### src/rtl/wb_pkg.sv
// wb_pkg: shared write-back widths and the queued write request type
package wb_pkg;
  localparam int REG_AW = 5;
  localparam int DATA_W = 32;
  localparam logic [REG_AW-1:0] REG_ZERO = 5'd0;
  typedef struct packed {
    logic [REG_AW-1:0] addr;
    logic [DATA_W-1:0] data;
    logic [DATA_W-1:0] pc;
  } wb_req_t;
endpackage

### src/rtl/wb_fifo.sv
// wb_fifo: MDU result queue with per-entry valid/addr exposed for hazard compares
module wb_fifo
  import wb_pkg::*;
#(
  parameter int DEPTH = 4
) (
  input  logic                               clk,
  input  logic                               rst_n,
  input  logic                               push,
  input  logic                               pop,
  input  wb_req_t                            din,
  output wb_req_t                            head,
  output logic [$clog2(DEPTH):0]             count,
  output logic [DEPTH-1:0]                   vld,
  output logic [DEPTH-1:0][REG_AW-1:0]       addrs
);
  localparam int AW = $clog2(DEPTH);
  localparam int CW = AW + 1;
  wb_req_t mem [DEPTH];
  logic [AW-1:0] hd, tl;
  always_ff @(posedge clk) begin
    if (push) mem[tl] <= din;
  end
  // push never targets the head slot while it is popped: push needs !full, pop needs !empty
  always_ff @(posedge clk or negedge rst_n) begin
    if (!rst_n) begin
      hd    <= '0;
      tl    <= '0;
      count <= '0;
      vld   <= '0;
    end else begin
      if (push) begin
        vld[tl] <= 1'b1;
        tl      <= tl + 1'b1;
      end
      if (pop) begin
        vld[hd] <= 1'b0;
        hd      <= hd + 1'b1;
      end
      count <= count + CW'(push) - CW'(pop);
    end
  end
  assign head = mem[hd];
  always_comb begin
    for (int i = 0; i < DEPTH; i++) addrs[i] = mem[i].addr;
  end
endmodule

### src/rtl/grf_wb_arbiter.sv
// grf_wb_arbiter: merges pipeline and MDU write-backs onto one register-file write port
// Optional starvation guard for the MDU queue: define WB_STARVE_GUARD_EN.
module grf_wb_arbiter
  import wb_pkg::*;
#(
  parameter int DEPTH        = 4,
  parameter int STARVE_LIMIT = 8
) (
  input  logic                    clk,
  input  logic                    rst_n,
  input  logic                    p_valid,
  input  logic [4:0]              p_addr,
  input  logic [31:0]             p_data,
  input  logic [31:0]             p_pc,
  input  logic                    m_valid,
  output logic                    m_ready,
  input  logic [4:0]              m_addr,
  input  logic [31:0]             m_data,
  input  logic [31:0]             m_pc,
  output logic                    we,
  output logic [4:0]              wa,
  output logic [31:0]             wd,
  output logic [31:0]             wpc,
  input  logic [4:0]              q_addr1,
  input  logic [4:0]              q_addr2,
  output logic                    q_busy1,
  output logic                    q_busy2,
  output logic [$clog2(DEPTH):0]  count,
  output logic                    p_stall
);
  localparam int CW = $clog2(DEPTH) + 1;
  localparam logic [CW-1:0] FULL = CW'(DEPTH);
  wb_req_t head;
  logic [DEPTH-1:0] vld;
  logic [DEPTH-1:0][REG_AW-1:0] addrs;
  logic push, pop, p_win, b1, b2;
  assign m_ready = rst_n && (count < FULL);
  assign push    = m_valid && m_ready && m_addr != REG_ZERO;
  assign p_win   = p_valid && p_addr != REG_ZERO && !p_stall;
  assign pop     = !p_win && count != '0;
  wb_fifo #(.DEPTH(DEPTH)) u_fifo (
    .clk   (clk),
    .rst_n (rst_n),
    .push  (push),
    .pop   (pop),
    .din   ({m_addr, m_data, m_pc}),
    .head  (head),
    .count (count),
    .vld   (vld),
    .addrs (addrs)
  );
`ifdef WB_STARVE_GUARD_EN
  localparam int AGW = $clog2(STARVE_LIMIT + 1);
  logic [AGW-1:0] age;
  always_ff @(posedge clk or negedge rst_n) begin
    if (!rst_n) age <= '0;
    else        age <= (pop || count == '0) ? '0 : age + 1'b1;
  end
  assign p_stall = count != '0 && age == AGW'(STARVE_LIMIT - 1);
`else
  assign p_stall = 1'b0;
`endif
  always_comb begin
    b1 = 1'b0;
    b2 = 1'b0;
    for (int i = 0; i < DEPTH; i++) begin
      b1 = b1 | (vld[i] && addrs[i] == q_addr1);
      b2 = b2 | (vld[i] && addrs[i] == q_addr2);
    end
  end
  assign q_busy1 = b1 && q_addr1 != REG_ZERO;
  assign q_busy2 = b2 && q_addr2 != REG_ZERO;
  always_ff @(posedge clk or negedge rst_n) begin
    if (!rst_n) begin
      we  <= 1'b0;
      wa  <= '0;
      wd  <= '0;
      wpc <= '0;
    end else begin
      we <= p_win || pop;
      if (p_win)    {wa, wd, wpc} <= {p_addr, p_data, p_pc};
      else if (pop) {wa, wd, wpc} <= head;
    end
  end
endmodule
### config.mk
export PLATFORM = sky130hd
export DESIGN_NAME = grf_wb_arbiter
export DESIGN_NICKNAME = d
export VERILOG_FILES = /design/src/rtl/wb_pkg.sv /design/src/rtl/wb_fifo.sv /design/src/rtl/grf_wb_arbiter.sv
export SDC_FILE = /design/constraint.sdc
export NUM_CORES = 1
export LEC_CHECK = 0
export ABC_CLOCK_PERIOD_IN_PS = 4170
export CAP_MARGIN = 15
export CORE_MARGIN = 1.5
export CORE_UTILIZATION = 45
export CTS_CLUSTER_DIAMETER = 60
export DETAILED_ROUTE_END_ITERATION = 8
export PLACE_DENSITY = 0.8
export SETUP_SLACK_MARGIN = 0.5
export SYNTH_ARGS = -nofsm -noshare
export SYNTH_HDL_FRONTEND = slang
export SYNTH_SLANG_ARGS = --single-unit
### constraint.sdc
create_clock -name clk -period 4.17 [get_ports clk]
set_input_delay 0.6255 -clock clk [delete_from_list [all_inputs] [get_ports clk]]
set_output_delay 0.6255 -clock clk [all_outputs]
set_load 0.05 [all_outputs]
==> flow_summary.ini <==
[logic_synthesis]
synth_most_common_cell = edfxtp_1
syn_avg_cell_area_um2 = 18.2
synth_warnings = 0
synthTopCellsByArea = edfxtp_1 58%, dfrtp_1 14%, mux4_2 11%
yosysSeqAreaShare = 0.719
synth_enable_flop_cells = 276
synthTopCellsByCount = 276 x edfxtp_1, 81 x dfrtp_1, 69 x mux4_2
synth.distinct_cells = 32
syn_area_mm2 = 0.0144
synth_seq_cells = 357
syn-num-nets = 953
synth_top_cell_by_area = edfxtp_1
synthCells = 790
ys.flop_type = edfxtp_1
async_flop_share = 0.227
synth_top_area_share = 0.577

[floorplanning]
die-area_mm2 = 0.0330
die_x_um = 182
start_util = 0.456
io_pins = 229
rows = 65
die_h_um = 182
coreArea_mm2 = 0.0315

[sta]
tns_ns = 0
setup_viol = 0
rsz0062_at_grt = no
final_max_slew_viol_count = 0
fin_skew_ns = 0.0132
max_freq_mhz = 286
worst_slack_ns = 0.673
relSlewSlack = 0.267
fin_crit_ns = 3.50
worst_pin_slew_ns = 1.10
fin_crit_sh = 0.839
final_hold_viol_count = 0

[worst_setup_path]
cp-start-kind = input port
crit_slowest_cell = clkdlybuf4s50_1
arrival_ns = 2.87
slowest_delay_ns = 0.80
crit_type = input port to primary output
cp_data_required_time_ns = 3.54
cpMostUsedCell = clkdlybuf4s50_1
r2r_setup_slack_ns = 1.66
critPathCaptureType = primary output
critical_path.top_delay_family = buffers and inverters
crit_fanout = 5
cp_cell_sequence = clkdlybuf4s50_1 > xor2_1 > nor4_1 > nand3_1 > nand4_1 > o21a_1 > clkdlybuf4s50_1
crit_buf_inv = 2

[route]
drc_errors = 0
postRouteAntennaNets = 0
firstDrtPassIters = 5
wire_per_inst_um = 20.3
vias = 7687
via_per_inst = 5.29
first_iter_violations = 523
wl_um = 29500

[placement]
port_buffers = 227
place_ws_ns = 0.572
dp_hpwl_um = 18600
globalplace.congestion = 0.855

[run_status]
status = finished, final reports clean

[global_routing]
grt_pass1_wl_um = 46200
gr-total-overflow = 0
grt_max_degree = 73
grt_usage = 0.182
grt_pass1_vias = 8164
antenna_found_initial = 0

[layout]
syn2layout_area_growth_pct = 27.5
drive_gt1_frac = 0.151
nNetsFinal = 1185

[clock_network]
cts_max_path_buffers = 3
cts_hold_buf = 0
cts-root-buf = clkbuf_16
cts_setup_buffers = 0
cts-htree-levels = 2
post_cts_resized = 0
path_clk_slew_ns = 0.05
clock_latency_ns = 0.50
cts_tree = done
cts_made_buffers = 39
clock-sinks = 357

[power_and_ir_drop]
power.density_mw_per_mm2 = 646
leakage_nw = 6.25
ir_drop_mv = 0.383

[job]
cap_violations = 0

[min_path]
hold_class = input port to async pin
## cell type report
cell class / instances / area, um^2
Antenna cell: 1 / 2.50
Clock buffer: 51 / 1050
Clock inverter: 19 / 221
Fill cell: 2307 / 13200
Inverter: 8 / 30.0
Multi-Input combinational cell: 374 / 3710
Sequential cell: 357 / 10300
Tap cell: 402 / 503
Timing Repair Buffer: 242 / 2460
## power by group
part	internal, mW	total, mW	switching, mW
logic	1.66	3.63	1.96
registers	4.33	4.81	0.478
clock network	2.08	3.39	1.30
## per-stage QoR
| stage | util | cells | cell area [um^2] | power [mW] | hold WS (ns) |
|---|---|---|---|---|---|
| 3_5_place_dp | 0.541 | 1383 | 17000 | 8.55 | 0.529 |
| 4_1_cts | 0.581 | 1453 | 18300 | 12.0 | 0.246 |
| 3_3_place_gp | 0.541 | 1383 | 17000 | 8.48 | 0.554 |
| 5_1_grt | 0.581 | 1453 | 18300 | 12.3 | 0.268 |
| 2_1_floorplan | - | 790 | 14400 | 7.35 | 0.330 |
| 6_report | 0.581 | 1454 | 18300 | 11.8 | 0.227 |
## cells in the final DEF (no fill, tap or decap), drive strengths merged, types with 3 or more instances in the layout
cell           netlist  final
xor2                32     32
xnor2               12     12
ha                  10     10
nor2                68     68
buf                 38     16
edfxtp             276    276
clkdlybuf4s50        0    226
mux4                69     69
nor4                 8      8
inv                  8     10
nand3                8      8
clkbuf              13     51
dfrtp               81     81
mux2i               67     67
a21oi               68     68
o21ai                3      3
nand2                4      4
a2bb2oi              4      4
and2                 4      4
or4                  3      3
bufinv               0      5
clkinv               0     12
## registers in the layout, indices dropped and copies added, names as in the netlist
signal        cells
u_fifo.hd         2
wpc              32
u_fifo.vld        4
u_fifo.tl         2
wd               32
wa                5
u_fifo.mem      276
u_fifo.count      3
we                1
## metal layers
metal	GRT usage	vias to the layer above	wire length [um]
met5	0	-	0
met4	0.0447	0	430
met3	0.0381	43	1810
met2	0.302	239	14600
met1	0.247	3891	12700
li1	-	3514	-
## path summary, 6_finish.rpt
check                                     start                end  cells past startpoint
worst min-delay path                      rst_n              wa[0]                      2
worst min register to register  u_fifo.count[2]    u_fifo.count[2]                      1
max in group asynchronous                 rst_n       u_fifo.hd[1]                      3
worst max register to register  u_fifo.count[2]  u_fifo.mem[1][17]                      5
min in group clk                u_fifo.count[2]    u_fifo.count[2]                      1
worst max-delay path                 q_addr2[3]            q_busy2                      7
## cell families (layout without fill, tap and decap cells)
kind of cell    count (synthesis)  after routing  share of synthesized area
buf+inv                        59            320                     0.0243
xor+xnor                       44             44                     0.0269
fa+ha+maj                      11             11                     0.0101
mux                           138            138                      0.157
compound gates                 79             79                     0.0323
flops                         357            357                      0.719
simple gates                  101            101                     0.0309
other cells                     1              2                   0.000261
No activity file was read; power rests on OpenSTA's default activity.
